**src/rtl/tx_dump_if.sv**
```systemverilog
// tx_dump_if -- bundle of the receive/key/transmit handshakes and the
// buffer-RAM / status outputs of tx_dump_ctrl.
//   master : the controller side (drives wren, addresses, send_en, status)
//   slave  : the environment side (drives rx_done, key_*, tx_done)
// Signals:
//   rx_done   one-cycle pulse, received byte valid at RAM data input
//   key_flag  debounced key event strobe
//   key_state debounced key level (press = key_flag & ~key_state)
//   tx_done   one-cycle pulse, transmitter finished a byte
//   wren / wraddress  RAM write strobe and address
//   rdaddress RAM read address
//   send_en   one-cycle transmitter start pulse
//   fill      bytes stored and not yet sent (0 .. 2^ADDR_W)
//   empty / full / overflow / busy  status flags
interface tx_dump_if #(
  parameter int ADDR_W = 8
);
  logic              rx_done;
  logic              key_flag;
  logic              key_state;
  logic              tx_done;
  logic              wren;
  logic [ADDR_W-1:0] wraddress;
  logic [ADDR_W-1:0] rdaddress;
  logic              send_en;
  logic [ADDR_W:0]   fill;
  logic              empty;
  logic              full;
  logic              overflow;
  logic              busy;

  modport master (
    input  rx_done, key_flag, key_state, tx_done,
    output wren, wraddress, rdaddress, send_en, fill,
           empty, full, overflow, busy
  );

  modport slave (
    output rx_done, key_flag, key_state, tx_done,
    input  wren, wraddress, rdaddress, send_en, fill,
           empty, full, overflow, busy
  );
endinterface

```
**src/rtl/tx_dump_ctrl.sv**
```systemverilog
// tx_dump_ctrl -- stores received bytes into a circular buffer RAM and,
// while the run flag is set (toggled by key presses), reads them back one
// at a time and hands each to a UART transmitter.
// Ports:
//   clk    rising-edge clock
//   rst_n  synchronous active-low reset
//   bus    tx_dump_if.master (handshakes, RAM addresses, status flags)
// Parameters: ADDR_W (buffer depth 2^ADDR_W), RD_LAT (RAM read latency,
// 1..4), GAP_CYCLES (idle cycles between bytes, TX_GAP_EN builds only).
// Optional feature: define TX_GAP_EN to insert GAP_CYCLES idle cycles
// after every completed byte before the next byte is considered.
module tx_dump_ctrl #(
  parameter int ADDR_W     = 8,
  parameter int RD_LAT     = 2,
  parameter int GAP_CYCLES = 16
) (
  input  logic      clk,
  input  logic      rst_n,
  tx_dump_if.master bus
);
  localparam int              DEPTH_I  = 1 << ADDR_W;
  localparam logic [ADDR_W:0] DEPTH    = DEPTH_I[ADDR_W:0];
  localparam logic [ADDR_W:0] FILL_ONE = 1;
  localparam logic [ADDR_W-1:0] ADDR_ONE = 1;
  localparam logic [2:0]      RD_LAST  = 3'(RD_LAT - 1);

`ifdef TX_GAP_EN
  localparam int             GAP_W    = (GAP_CYCLES > 1) ? $clog2(GAP_CYCLES) : 1;
  localparam logic [GAP_W-1:0] GAP_LAST = GAP_W'(GAP_CYCLES - 1);
  localparam logic [GAP_W-1:0] GAP_ONE  = GAP_W'(1);
  typedef enum logic [2:0] {IDLE, READ, SEND, WAIT, GAP} state_t;
`else
  typedef enum logic [2:0] {IDLE, READ, SEND, WAIT} state_t;
`endif

  state_t            r_state, w_state_nxt;
  logic              r_run;
  logic              r_ovf;
  logic [ADDR_W-1:0] r_wraddr;
  logic [ADDR_W-1:0] r_rdaddr;
  logic [ADDR_W:0]   r_fill;
  logic [ADDR_W:0]   w_fill_nxt;
  logic [2:0]        r_rd_cnt, w_rd_cnt_nxt;
`ifdef TX_GAP_EN
  logic [GAP_W-1:0]  r_gap_cnt, w_gap_cnt_nxt;
`endif
  logic w_full, w_empty, w_wr, w_done, w_press, w_send, w_go_on;

  assign w_full  = (r_fill == DEPTH);
  assign w_empty = (r_fill == '0);
  assign w_wr    = bus.rx_done & ~w_full;
  assign w_press = bus.key_flag & ~bus.key_state;
  // A completion only counts while actually waiting for the transmitter.
  assign w_done  = (r_state == WAIT) & bus.tx_done;

  always_comb begin
    case ({w_wr, w_done})
      2'b10:   w_fill_nxt = r_fill + FILL_ONE;
      2'b01:   w_fill_nxt = r_fill - FILL_ONE;
      default: w_fill_nxt = r_fill;
    endcase
  end

  // Continue with another byte only if still running and something remains
  // once this cycle's write/completion has been accounted for.
  assign w_go_on = r_run && (w_fill_nxt != '0);

  always_comb begin
    w_state_nxt  = r_state;
    w_rd_cnt_nxt = r_rd_cnt;
`ifdef TX_GAP_EN
    w_gap_cnt_nxt = r_gap_cnt;
`endif
    w_send = 1'b0;
    case (r_state)
      IDLE: begin
        if (r_run && !w_empty) begin
          w_state_nxt  = READ;
          w_rd_cnt_nxt = '0;
        end
      end
      READ: begin
        if (r_rd_cnt == RD_LAST) w_state_nxt = SEND;
        else                     w_rd_cnt_nxt = r_rd_cnt + 3'd1;
      end
      SEND: begin
        w_send      = 1'b1;
        w_state_nxt = WAIT;
      end
      WAIT: begin
        if (bus.tx_done) begin
`ifdef TX_GAP_EN
          w_state_nxt   = GAP;
          w_gap_cnt_nxt = '0;
`else
          w_state_nxt  = w_go_on ? READ : IDLE;
          w_rd_cnt_nxt = '0;
`endif
        end
      end
`ifdef TX_GAP_EN
      GAP: begin
        if (r_gap_cnt == GAP_LAST) begin
          w_state_nxt  = w_go_on ? READ : IDLE;
          w_rd_cnt_nxt = '0;
        end else begin
          w_gap_cnt_nxt = r_gap_cnt + GAP_ONE;
        end
      end
`endif
      default: w_state_nxt = IDLE;
    endcase
  end

  always_ff @(posedge clk) begin
    if (!rst_n) begin
      r_state  <= IDLE;
      r_run    <= 1'b0;
      r_ovf    <= 1'b0;
      r_wraddr <= '0;
      r_rdaddr <= '0;
      r_fill   <= '0;
      r_rd_cnt <= '0;
`ifdef TX_GAP_EN
      r_gap_cnt <= '0;
`endif
    end else begin
      r_state  <= w_state_nxt;
      r_rd_cnt <= w_rd_cnt_nxt;
`ifdef TX_GAP_EN
      r_gap_cnt <= w_gap_cnt_nxt;
`endif
      r_run  <= r_run ^ w_press;
      r_fill <= w_fill_nxt;
      // A dropped byte in the same cycle as a press still flags overflow.
      if (bus.rx_done && w_full) r_ovf <= 1'b1;
      else if (w_press)          r_ovf <= 1'b0;
      if (w_wr)   r_wraddr <= r_wraddr + ADDR_ONE;
      if (w_done) r_rdaddr <= r_rdaddr + ADDR_ONE;
    end
  end

  assign bus.wren      = w_wr;
  assign bus.wraddress = r_wraddr;
  assign bus.rdaddress = r_rdaddr;
  assign bus.send_en   = w_send;
  assign bus.fill      = r_fill;
  assign bus.empty     = w_empty;
  assign bus.full      = w_full;
  assign bus.overflow  = r_ovf;
  assign bus.busy      = (r_state != IDLE);
endmodule

```
**src/flat_wrapper.sv**
```systemverilog
// flat-port wrapper written by rule: the top's interface ports become plain ports
module tx_dump_ctrl_flat 
#(
  parameter int ADDR_W     = 8,
  parameter int RD_LAT     = 2,
  parameter int GAP_CYCLES = 16
)
  (clk, rst_n, bus_rx_done, bus_key_flag, bus_key_state, bus_tx_done, bus_wren, bus_wraddress, bus_rdaddress, bus_send_en, bus_fill, bus_empty, bus_full, bus_overflow, bus_busy);
  tx_dump_if #(.ADDR_W(ADDR_W)) bus_i ();
  input  logic clk;
  input  logic rst_n;
  input wire logic [$bits(bus_i.rx_done)-1:0] bus_rx_done;
  input wire logic [$bits(bus_i.key_flag)-1:0] bus_key_flag;
  input wire logic [$bits(bus_i.key_state)-1:0] bus_key_state;
  input wire logic [$bits(bus_i.tx_done)-1:0] bus_tx_done;
  output wire logic [$bits(bus_i.wren)-1:0] bus_wren;
  output wire logic [$bits(bus_i.wraddress)-1:0] bus_wraddress;
  output wire logic [$bits(bus_i.rdaddress)-1:0] bus_rdaddress;
  output wire logic [$bits(bus_i.send_en)-1:0] bus_send_en;
  output wire logic [$bits(bus_i.fill)-1:0] bus_fill;
  output wire logic [$bits(bus_i.empty)-1:0] bus_empty;
  output wire logic [$bits(bus_i.full)-1:0] bus_full;
  output wire logic [$bits(bus_i.overflow)-1:0] bus_overflow;
  output wire logic [$bits(bus_i.busy)-1:0] bus_busy;
  assign bus_i.rx_done = bus_rx_done;
  assign bus_i.key_flag = bus_key_flag;
  assign bus_i.key_state = bus_key_state;
  assign bus_i.tx_done = bus_tx_done;
  assign bus_wren = bus_i.wren;
  assign bus_wraddress = bus_i.wraddress;
  assign bus_rdaddress = bus_i.rdaddress;
  assign bus_send_en = bus_i.send_en;
  assign bus_fill = bus_i.fill;
  assign bus_empty = bus_i.empty;
  assign bus_full = bus_i.full;
  assign bus_overflow = bus_i.overflow;
  assign bus_busy = bus_i.busy;
  tx_dump_ctrl #(.ADDR_W(ADDR_W), .RD_LAT(RD_LAT), .GAP_CYCLES(GAP_CYCLES)) u_core (.clk(clk), .rst_n(rst_n), .bus(bus_i));
endmodule
```
**config.mk**
```make
export PLATFORM = sky130hd
export DESIGN_NAME = tx_dump_ctrl_flat
export DESIGN_NICKNAME = d
export VERILOG_FILES = /design/src/rtl/tx_dump_if.sv /design/src/rtl/tx_dump_ctrl.sv /design/src/flat_wrapper.sv
export SDC_FILE = /design/constraint.sdc
export NUM_CORES = 1
export LEC_CHECK = 0
export CORE_MARGIN = 4
export CORE_UTILIZATION = 30
export DETAILED_ROUTE_END_ITERATION = 10
export DONT_BUFFER_PORTS = 1
export PLACE_DENSITY = 0.46
export SYNTH_ARGS = -nofsm -noshare
export SYNTH_HDL_FRONTEND = slang
export SYNTH_SLANG_ARGS = --single-unit
export TNS_END_PERCENT = 10
```
**constraint.sdc**
```tcl
create_clock -name clk -period 2.7 [get_ports clk]
set_input_delay 0.54 -clock clk [delete_from_list [all_inputs] [get_ports clk]]
set_output_delay 0.54 -clock clk [all_outputs]
set_load 0.02 [all_outputs]
```
==> results.yml <==
critical_path:
  worstPathArrival_ns: 2.76
  worstPathMaxFanout: 6
  required_ns: 2.86
  start_kind: "register"
  critPathCaptureType: "register"
  path_class: "register to register"
clocking:
  tritoncts: "yes"
  h-tree-depth: 2
  clock-sinks: 32
  clkLatencyLatePin_ns: 0.28
  cts_buffers: 5
  max-clock-path-buffers: 2
  cts.clk_slew.worst_paths_ns: 0.07
  cts_hold_buf: 0
  cts_root_buf: "clkbuf_8"
floorplanning:
  io_pins: 37
  die-width_um: 88.1
  die_h_um: 88.1
  rows: 28
  core_sq_um: 6060
  dieArea_sq_um: 7760
  initial_core_util: 0.317
timing:
  hold_viol_final: 0
  max_freq_ghz: 0.384
  tightest_slew_ns: 0.671
  slew_viol_final: 0
  grt_setup_unrepaired: "true"
  final.setup_skew_ns: 0.00773
  setup_viol: 0
  period_minus_slack_ns: 2.60
  timing.hold.ws_ns: 0.401
  relSlewSlack: 0.548
  min_period_over_period: 0.963
detailed_routing:
  drt-vias-per-instance: 5.00
  vias: 1641
  antenna_left: 0
  drt_iter0_drc: 66
  drt_pass1_iterations: 4
  drc: 0
  wl_mm: 4.79
  wire_per_inst_um: 14.6
layout:
  diodes: 0
  nets: 275
  fin_util: 0.388
  area_growth_syn_to_layout_pct: 22.3
  drive_gt1_frac: 0.225
  final_cells: 328
global_route:
  grt_max_degree: 33
  track_usage: 0.126
  grt_pass1_wl_mm: 7.56
  grt_overflow: 0
  grt_antenna_before_repair: 0
  grt_pass1_vias: 1532
yosys:
  synth_area_per_cell_sq_um: 8.47
  ys_warn_count: 0
  ys_types: 49
  ys_ff_latch: 32
  ys_seq_area_frac: 0.333
  synth.net_count: 250
  syn_area_sq_um: 1920
  synth_cells: 227
power_and_ir_drop:
  power_density_nw_per_um2: 553
  ir_worst_vdd_mv: 0.250
  power_mw: 1.30
  leakage_nw: 0.973
run_status:
  outcome: "finished clean"
place:
  dp_hpwl_mm: 3.55
  place_inst: 317
  port_buffers: 0
  gp_congestion: 0.749
run:
  max_cap_violations: 0
worst_hold_path:
  hold_class: "primary input to register"
==> per-layer routing <==
metal  part of all wire  wire (um)  global-route usage
met5                  0          0                   0
met4              0.011         55              0.0371
met3              0.080        382              0.0395
met2               0.45       2170               0.195
met1               0.45       2180               0.168
==> synthesized netlist by cell type, drive strengths merged <==
| cell type | count | area, sq um |
|---|---|---|
| o21bai | 3 | 26.3 |
| nand4 | 2 | 12.5 |
| and4 | 2 | 20.0 |
| o21a | 4 | 30.0 |
| mux2i | 3 | 30.0 |
| or3 | 1 | 6.26 |
| o32a | 1 | 10.0 |
| nand2 | 21 | 78.8 |
| and2 | 1 | 6.26 |
| o31a | 2 | 17.5 |
| clkbuf | 2 | 7.51 |
| or3b | 1 | 8.76 |
| xnor2 | 7 | 61.3 |
| nand2b | 1 | 6.26 |
| o2111ai | 1 | 8.76 |
| o21ai | 7 | 35.0 |
| nor2b | 2 | 20.0 |
| fa | 1 | 20.0 |
| o31ai | 1 | 7.51 |
| dfxtp | 32 | 641 |
| nand4b | 1 | 8.76 |
| ha | 16 | 200 |
| o211ai | 2 | 20.0 |
| buf | 3 | 11.3 |
| o221ai | 2 | 17.5 |
| inv | 17 | 63.8 |
| nand3b | 1 | 7.51 |
| a22oi | 1 | 7.51 |
| a2111o | 1 | 11.3 |
| a31oi | 4 | 40.0 |
| a21oi | 12 | 60.1 |
| xor2 | 11 | 96.3 |
| and3 | 4 | 25.0 |
| nor3 | 5 | 25.0 |
| o211a | 1 | 10.0 |
| a211oi | 2 | 15.0 |
| nor4 | 4 | 52.6 |
| nor2 | 36 | 135 |
| a21boi | 1 | 7.51 |
| nand3 | 7 | 47.6 |
| or4 | 1 | 7.51 |
==> worst max-delay path, stage by stage (launching register included) <==
cell	delay, ns
dfxtp_1	0.34
ha_1	0.20
nand2_1	0.12
inv_1	0.10
ha_4	0.20
buf_4	0.17
ha_1	0.29
a21oi_2	0.07
o211ai_2	0.25
or3b_1	0.37
o21ai_0	0.13
o211a_1	0.17
a31oi_1	0.07
==> where the power goes <==
part           internal [mW]  total, mW  switching [mW]  leakage [nW]
registers              0.494      0.516          0.0222         0.262
clock network          0.274      0.456           0.182        0.0552
logic                  0.121      0.328           0.206         0.656
==> flip-flops by register name, summed over array words and instances, names as in the netlist <==
name and cells:
u_core.bus.overflow 1, u_core.bus.rdaddress 8, u_core.r_rd_cnt 3, u_core.bus.fill 9
u_core.bus.wraddress 8, u_core.r_state 2, u_core.r_run 1
==> path summary, 6_finish.rpt <==
path	from	endpoint	slack, ns	depth (start not counted)
min reg2reg	u_core.r_rd_cnt[0]$_SDFFE_PN0P_	u_core.r_rd_cnt[0]$_SDFFE_PN0P_	0.52	2
max	u_core.r_state[1]$_SDFFE_PN0P_	u_core.r_state[0]$_SDFFE_PN0P_	0.1	12
min	rst_n	u_core.bus.wraddress[7]$_SDFFE_PN0P_	0.40	2
max reg2reg	u_core.r_state[1]$_SDFFE_PN0P_	u_core.r_state[0]$_SDFFE_PN0P_	0.1	12
==> what timing repair did <==
action,CTS,global route
buffers inserted,0,3
resized for setup,1,8
endpoints found under the setup margin,1,3
pin swaps,0,3
==> placed cells by master, fill, tap and decap left out, types with 2 or more instances in the layout <==
| cell type | instances |
|---|---|
| dfxtp_1 | 25 |
| inv_2 | 2 |
| nand3_1 | 6 |
| a31oi_1 | 3 |
| nand4_1 | 2 |
| ha_1 | 13 |
| xor2_1 | 11 |
| o21bai_1 | 2 |
| and3_1 | 4 |
| o221ai_1 | 2 |
| inv_1 | 15 |
| nor4_4 | 2 |
| mux2i_1 | 3 |
| o31a_1 | 2 |
| o21ai_0 | 7 |
| xnor2_1 | 7 |
| nor2_1 | 36 |
| ha_4 | 2 |
| nand2_1 | 21 |
| dfxtp_2 | 7 |
| o21a_1 | 4 |
| a21oi_1 | 11 |
| buf_4 | 23 |
| clkbuf_8 | 5 |
| nor3_1 | 4 |
==> metrics by stage <==
stage          setup TNS [ns]  setup slack [ns]  cell area (sq um)
2_1_floorplan               0           0.00958               1970
3_3_place_gp         -0.00845          -0.00845               2190
3_5_place_dp          -0.0187           -0.0187               2190
4_1_cts                     0            0.0143               2310
5_1_grt               -0.0845           -0.0663               2350
6_report                    0            0.0990               2350
==> final cells by class <==
class | count | area [sq um]
Fill cell | 607 | 3710
Multi-Input combinational cell | 173 | 1260
Sequential cell | 32 | 649
Timing Repair Buffer | 23 | 173
Tap cell | 75 | 93.8
Clock buffer | 6 | 72.6
Inverter | 17 | 63.8
Clock inverter | 2 | 35.0
==> logic make-up (layout without fill, tap and decap cells) <==
logic type,after synthesis,count (layout),synth area share
fa+ha+maj,17,17,0.115
compound gates,45,45,0.169
flops,32,32,0.333
simple gates,90,90,0.243
xor+xnor,18,18,0.0820
buf+inv,22,48,0.0429
mux,3,3,0.0156
Power figures use the tool's default switching activity.
